===== src/rtl/pipe_pkg.sv =====
// Shared pipeline types for the hazard/forwarding controller.
//   fwd_sel_e  : ALU operand source select (regfile / M / W)
//   hz_state_e : controller FSM states
//   sb_entry_t : shadow scoreboard entry {rd, reg_wr, mem_rd}
package pipe_pkg;

  localparam int unsigned PIPE_REG_AW = 5;

  typedef enum logic [1:0] {
    FWD_RF = 2'b00,
    FWD_M  = 2'b01,
    FWD_W  = 2'b10
  } fwd_sel_e;

  typedef enum logic {
    RUN      = 1'b0,
    MEM_WAIT = 1'b1
  } hz_state_e;

  typedef struct packed {
    logic [PIPE_REG_AW-1:0] rd;
    logic                   reg_wr;
    logic                   mem_rd;
  } sb_entry_t;

  // A producer matches a reader only on a non-x0 register index.
  function automatic logic rd_match(input logic [PIPE_REG_AW-1:0] rd,
                                    input logic [PIPE_REG_AW-1:0] rs);
    return (rd != '0) && (rd == rs);
  endfunction

endpackage


===== src/rtl/hazard_fwd_mux_sel.sv =====
// Forwarding source select for one ALU operand.
//   i_m_rd/i_m_wr : destination and write-enable of the instruction in M
//   i_w_rd/i_w_wr : destination and write-enable of the instruction in W
//   i_rs          : source register read by the instruction in E
//   o_sel         : FWD_M if M produces i_rs, else FWD_W if W does, else FWD_RF
module hazard_fwd_mux_sel
  import pipe_pkg::*;
(
  input  logic [PIPE_REG_AW-1:0] i_m_rd,
  input  logic                   i_m_wr,
  input  logic [PIPE_REG_AW-1:0] i_w_rd,
  input  logic                   i_w_wr,
  input  logic [PIPE_REG_AW-1:0] i_rs,
  output fwd_sel_e               o_sel
);

  // M is younger than W, so its value wins when both write the same register.
  always_comb begin
    o_sel = FWD_RF;
    if (i_m_wr && rd_match(i_m_rd, i_rs)) begin
      o_sel = FWD_M;
    end else if (i_w_wr && rd_match(i_w_rd, i_rs)) begin
      o_sel = FWD_W;
    end
  end

endmodule


===== src/rtl/hazard_ctrl.sv =====
// Hazard and forwarding controller for the 5-stage RV32 pipeline.
// Keeps a shadow scoreboard of E/M/W destinations and produces the
// stall/flush controls for every pipe register plus ALU forwarding selects.
// Optional feature macro: HAZARD_PERF_EN (adds saturating perf counters).
// Ports:
//   clk, reset                 : clock, asynchronous active-high reset
//   valid_D, rs1_D, rs2_D, rd_D,
//   reg_wr_D, mem_rd_D         : instruction currently in decode
//   rs1_E, rs2_E               : sources of the instruction in execute
//   br_taken_E                 : taken branch/jump resolved in E
//   dmem_busy                  : data memory not ready, freeze whole pipe
//   stall_F/D/E/M, flush_D/E   : pipe register controls (combinational)
//   fwd_a_E, fwd_b_E           : ALU operand source selects (combinational)
//   perf_lu_cnt, perf_flush_cnt,
//   perf_wait_cnt              : load-use / redirect / busy cycle counts
module hazard_ctrl
  import pipe_pkg::*;
#(
  parameter int unsigned REG_AW = 5
`ifdef HAZARD_PERF_EN
  ,
  parameter int unsigned PERF_W = 32
`endif
) (
  input  logic              clk,
  input  logic              reset,
  input  logic              valid_D,
  input  logic [REG_AW-1:0] rs1_D,
  input  logic [REG_AW-1:0] rs2_D,
  input  logic [REG_AW-1:0] rd_D,
  input  logic              reg_wr_D,
  input  logic              mem_rd_D,
  input  logic [REG_AW-1:0] rs1_E,
  input  logic [REG_AW-1:0] rs2_E,
  input  logic              br_taken_E,
  input  logic              dmem_busy,
  output logic              stall_F,
  output logic              stall_D,
  output logic              stall_E,
  output logic              stall_M,
  output logic              flush_D,
  output logic              flush_E,
  output logic [1:0]        fwd_a_E,
  output logic [1:0]        fwd_b_E
`ifdef HAZARD_PERF_EN
  ,
  output logic [PERF_W-1:0] perf_lu_cnt,
  output logic [PERF_W-1:0] perf_flush_cnt,
  output logic [PERF_W-1:0] perf_wait_cnt
`endif
);

  hz_state_e r_state;
  hz_state_e w_state_nxt;
  logic      r_redirect_pend;
  sb_entry_t r_sb_e;
  sb_entry_t r_sb_m;
  sb_entry_t r_sb_w;
  sb_entry_t w_sb_dec;
  logic      w_lu;
  logic      w_lu_stall;
  logic      w_redirect;
  fwd_sel_e  w_fwd_a;
  fwd_sel_e  w_fwd_b;
  logic      w_unused_w_mem_rd;

  // W-stage load flag is kept for a complete entry but nothing consumes it.
  assign w_unused_w_mem_rd = r_sb_w.mem_rd;

  // Decode fields entering E; a bubble or invalid slot carries no write/load.
  always_comb begin
    w_sb_dec.rd     = PIPE_REG_AW'(rd_D);
    w_sb_dec.reg_wr = reg_wr_D & valid_D & ~flush_E;
    w_sb_dec.mem_rd = mem_rd_D & valid_D & ~flush_E;
  end

  // Load in E feeding the instruction in decode.
  assign w_lu = valid_D && r_sb_e.mem_rd &&
                (rd_match(r_sb_e.rd, PIPE_REG_AW'(rs1_D)) ||
                 rd_match(r_sb_e.rd, PIPE_REG_AW'(rs2_D)));

  // Next state and pipe controls; freeze > redirect > load-use > normal.
  // Reset forces all controls low without waiting for a clock edge.
  always_comb begin
    w_state_nxt = r_state;
    stall_F     = 1'b0;
    stall_D     = 1'b0;
    stall_E     = 1'b0;
    stall_M     = 1'b0;
    flush_D     = 1'b0;
    flush_E     = 1'b0;
    w_lu_stall  = 1'b0;
    w_redirect  = 1'b0;

    case (r_state)
      RUN:      if (dmem_busy)  w_state_nxt = MEM_WAIT;
      MEM_WAIT: if (!dmem_busy) w_state_nxt = RUN;
      default:  w_state_nxt = RUN;
    endcase

    if (!reset) begin
      if (dmem_busy) begin
        stall_F = 1'b1;
        stall_D = 1'b1;
        stall_E = 1'b1;
        stall_M = 1'b1;
      end else if (br_taken_E || r_redirect_pend) begin
        // The dependent instruction is squashed, so load-use needs no stall.
        flush_D    = 1'b1;
        flush_E    = 1'b1;
        w_redirect = 1'b1;
      end else if (w_lu) begin
        stall_F    = 1'b1;
        stall_D    = 1'b1;
        flush_E    = 1'b1;
        w_lu_stall = 1'b1;
      end
    end
  end

  // FSM, pending redirect and shadow scoreboard.
  always_ff @(posedge clk or posedge reset) begin
    if (reset) begin
      r_state         <= RUN;
      r_redirect_pend <= 1'b0;
      r_sb_e          <= '0;
      r_sb_m          <= '0;
      r_sb_w          <= '0;
    end else begin
      r_state         <= w_state_nxt;
      // A branch seen during a freeze is replayed on the first free cycle.
      r_redirect_pend <= dmem_busy & (r_redirect_pend | br_taken_E);
      if (!stall_M) begin
        r_sb_e <= w_sb_dec;
        r_sb_m <= r_sb_e;
        r_sb_w <= r_sb_m;
      end
    end
  end

  hazard_fwd_mux_sel u_fwd_a (
    .i_m_rd (r_sb_m.rd),
    .i_m_wr (r_sb_m.reg_wr),
    .i_w_rd (r_sb_w.rd),
    .i_w_wr (r_sb_w.reg_wr),
    .i_rs   (PIPE_REG_AW'(rs1_E)),
    .o_sel  (w_fwd_a)
  );

  hazard_fwd_mux_sel u_fwd_b (
    .i_m_rd (r_sb_m.rd),
    .i_m_wr (r_sb_m.reg_wr),
    .i_w_rd (r_sb_w.rd),
    .i_w_wr (r_sb_w.reg_wr),
    .i_rs   (PIPE_REG_AW'(rs2_E)),
    .o_sel  (w_fwd_b)
  );

  assign fwd_a_E = w_fwd_a;
  assign fwd_b_E = w_fwd_b;

`ifdef HAZARD_PERF_EN
  // Saturating event counters.
  always_ff @(posedge clk or posedge reset) begin
    if (reset) begin
      perf_lu_cnt    <= '0;
      perf_flush_cnt <= '0;
      perf_wait_cnt  <= '0;
    end else begin
      if (w_lu_stall && (perf_lu_cnt != '1)) begin
        perf_lu_cnt <= perf_lu_cnt + PERF_W'(1);
      end
      if (w_redirect && (perf_flush_cnt != '1)) begin
        perf_flush_cnt <= perf_flush_cnt + PERF_W'(1);
      end
      if (dmem_busy && (perf_wait_cnt != '1)) begin
        perf_wait_cnt <= perf_wait_cnt + PERF_W'(1);
      end
    end
  end
`endif

endmodule


===== config.mk =====
export PLATFORM = sky130hd
export DESIGN_NAME = hazard_ctrl
export DESIGN_NICKNAME = d
export VERILOG_FILES = /design/src/rtl/pipe_pkg.sv /design/src/rtl/hazard_fwd_mux_sel.sv /design/src/rtl/hazard_ctrl.sv
export SDC_FILE = /design/constraint.sdc
export NUM_CORES = 1
export LEC_CHECK = 0
export CAP_MARGIN = 0
export CORE_MARGIN = 5
export CORE_UTILIZATION = 35
export DETAILED_ROUTE_END_ITERATION = 16
export GPL_TIMING_DRIVEN = 1
export MAX_ROUTING_LAYER = met4
export PLACE_DENSITY_LB_ADDON = 0.1
export REMOVE_ABC_BUFFERS = 1
export SLEW_MARGIN = 30
export SYNTH_ARGS = -nofsm -noshare
export SYNTH_HDL_FRONTEND = slang
export SYNTH_SLANG_ARGS = --single-unit

===== constraint.sdc =====
create_clock -name clk -period 3.3 [get_ports clk]
set_input_delay 0.495 -clock clk [delete_from_list [all_inputs] [get_ports clk]]
set_output_delay 0.495 -clock clk [all_outputs]
set_load 0.05 [all_outputs]

==> metrics <==
Routability Congestion=just under 0.8; maximum clock rate=~350 MHz; clk_skew=approximately 0.0018 ns; vias in the first global route=between 1000 and 1500; RSZ-0062 raised after global routing=no; worst r2r dst=r_sb_e[1]; Worst setup SP type=input port; Multi-input gate area=681 um^2; share of the yosys chip area belonging to registers=0.411; core area=~3400 um^2; outcome=finished, final reports clean; die footprint=roughly 4800 um^2; # placed instances=just under 200; Yosys warnings=0; Cell Rows=21; vias per cell=4.93; P_leak=just over 0.0007 uW; Clock Latency Late Sink=about 0.30 ns; fraction of final layout cells sized beyond drive strength 1=0.250; largest net degree at the start of global routing=22; reg-to-reg critical path startpoint=r_sb_e[2]; post-CTS sizing=0; CP max FO=8; Routed wire per std cell=13.9 um; CTS root buffer=clkbuf_4; Nets=roughly 190; Req. time, crit path=~2.8 ns; 1st-iter DRT viols=21; Slew headroom=0.667; Setup Buffers After CTS=0; worst min path class=flop to flop; final core utilization=0.523; Worst EP arrival=around 2.3 ns; FF-to-FF path depth=3; Routed WL=about 2700 um; CTS tree=done; DR DRC count=0; area of the mapped netlist=between 1000 and 1500 um^2; commonest non-fill, non-tap cells in the layout=32 x clkdlybuf4s50_1, 20 x dfrtp_1, 17 x mux2_2; max cap viols=0; Hold Vio Cnt, Final=0; GRT Util Overall=0.133; CP endpoint kind=output port; Period Utilization, post-route=0.855; Final ANT Viol Nets=0; H-tree depth=1; Clock Tree Buf Depth=2; Setup-failing EPs final=0; number of buffers created by CTS=3; first-pass GRT wire length=4630 um; PD cells=roughly 360 nW/um^2; DPL Wire Length=~2200 um; total gr overflow=0; register area=between 500 and 600 um^2; diode count=0; Mean Syn Cell Area=approximately 11 um^2; most common cell after layout, fill and taps aside=clkdlybuf4s50_1; maximum vdd drop=0.197 mV; synth unique cells=28; Buffers on Ports=41; Die W=roughly 70 um; Setup Crit Path Kind=input port to output port; DR vias=976; initial antenna violation count=0; Final min period=2.82 ns; hold buffer count at cts=0; filler cell count=314; Die Span Y=between 60 and 70 um; Seq cells post-synth=20; R2R Setup Slk=approximately 1.7 ns; Post-Synthesis Cells=between 100 and 150; total power=~640 uW; detailed-router iteration count before antenna repair=2; Final Non-Filler Cells=198; Worst Tran Pin Value=0.497 ns; CTS clk-pin slew, worst paths=~0.11 ns; CP startpoint=dmem_busy; final worst slack=~0.48 ns; critical path endpoint=flush_D; dpl ws=0.474 ns; IO Pins=42; Area growth syn-to-layout=44.5%; Slew Viols, Final=0; Initial Util=0.362; Clock Sinks=20
-- power breakdown --
part / internal, uW / switching (uW) / total (uW)
logic: 112 / 76.4 / 188
registers: 273 / 38.4 / 311
clock network: 67.3 / 74.3 / 142
-- per-layer routing --
layer	GRT usage	part of all wire	up-vias	routed length, um
met4	0.0608	0.025	0	68
met1	0.166	0.46	455	1260
li1	-	-	478	-
met5	-	0	-	0
met3	0.0178	0.065	8	179
met2	0.213	0.45	35	1240
-- how the worst min path moves through the flow --
stage	cells past startpoint	startpoint	slack [ns]	to
after floorplan	1	reset	0.48	r_redirect_pend
after global placement	1	r_sb_w[1]	0.49	r_sb_w[1]
after detailed placement	1	r_sb_w[1]	0.50	r_sb_w[1]
after CTS	1	r_sb_w[1]	0.53	r_sb_w[1]
after global routing	1	r_sb_e[1]	0.56	r_sb_m[1]
final	1	r_sb_e[1]	0.52	r_sb_m[1]
-- cells in the mapped netlist (all sizes together) --
cell | count | area share
nor2b | 2 | 0.010
o21ai | 3 | 0.015
mux2 | 17 | 0.16
inv | 3 | 0.0092
buf | 4 | 0.021
dfrtp | 20 | 0.41
nand2 | 4 | 0.012
a21o | 1 | 0.0062
and3 | 1 | 0.0051
o22ai | 1 | 0.0051
xnor2 | 16 | 0.12
or3 | 1 | 0.0051
o31ai | 1 | 0.0062
nor4 | 4 | 0.031
nand3 | 5 | 0.021
nand4 | 1 | 0.0051
or4 | 5 | 0.032
nor2 | 1 | 0.0031
o2111ai | 1 | 0.0072
xor2 | 14 | 0.10
and4 | 1 | 0.0072
a31o | 2 | 0.014
-- layout make-up --
| type | count | share of cell area |
|---|---|---|
| multi-input combinational | 81 | 0.387 |
| sequential | 20 | 0.284 |
| timing repair buffer | 44 | 0.269 |
| tap | 46 | 0.0327 |
| clock buffer | 4 | 0.0206 |
| inverter | 3 | 0.00640 |
-- critical path: stages --
cell             delay, ns
clkdlybuf4s50_1       0.53
or3_1                 0.44
inv_1                 0.06
clkdlybuf4s50_1       0.79
-- logic make-up (layout without fill, tap and decap cells) --
kind of cell / count (synthesis) / after routing / share of synthesized area
buf+inv: 7 / 51 / 0.0298
simple gates: 25 / 25 / 0.132
xor+xnor: 30 / 30 / 0.216
compound gates: 9 / 9 / 0.0545
flops: 20 / 20 / 0.411
mux: 17 / 17 / 0.157
-- through the flow --
step	cell area (um^2)	hold WS (ns)	TNS (ns)
final	1760	0.522	0
after global routing	1760	0.558	0
after CTS	1760	0.527	0
after detailed placement	1720	0.501	0
after global placement	1720	0.494	0
after floorplan	1190	0.476	-1.05
-- flip-flops by register name (all words and copies together) (netlist names) --
signal	flops
r_sb_m	6
r_sb_e	7
r_sb_w	6
r_redirect_pend	1
(Power assumes the default switching activity.)
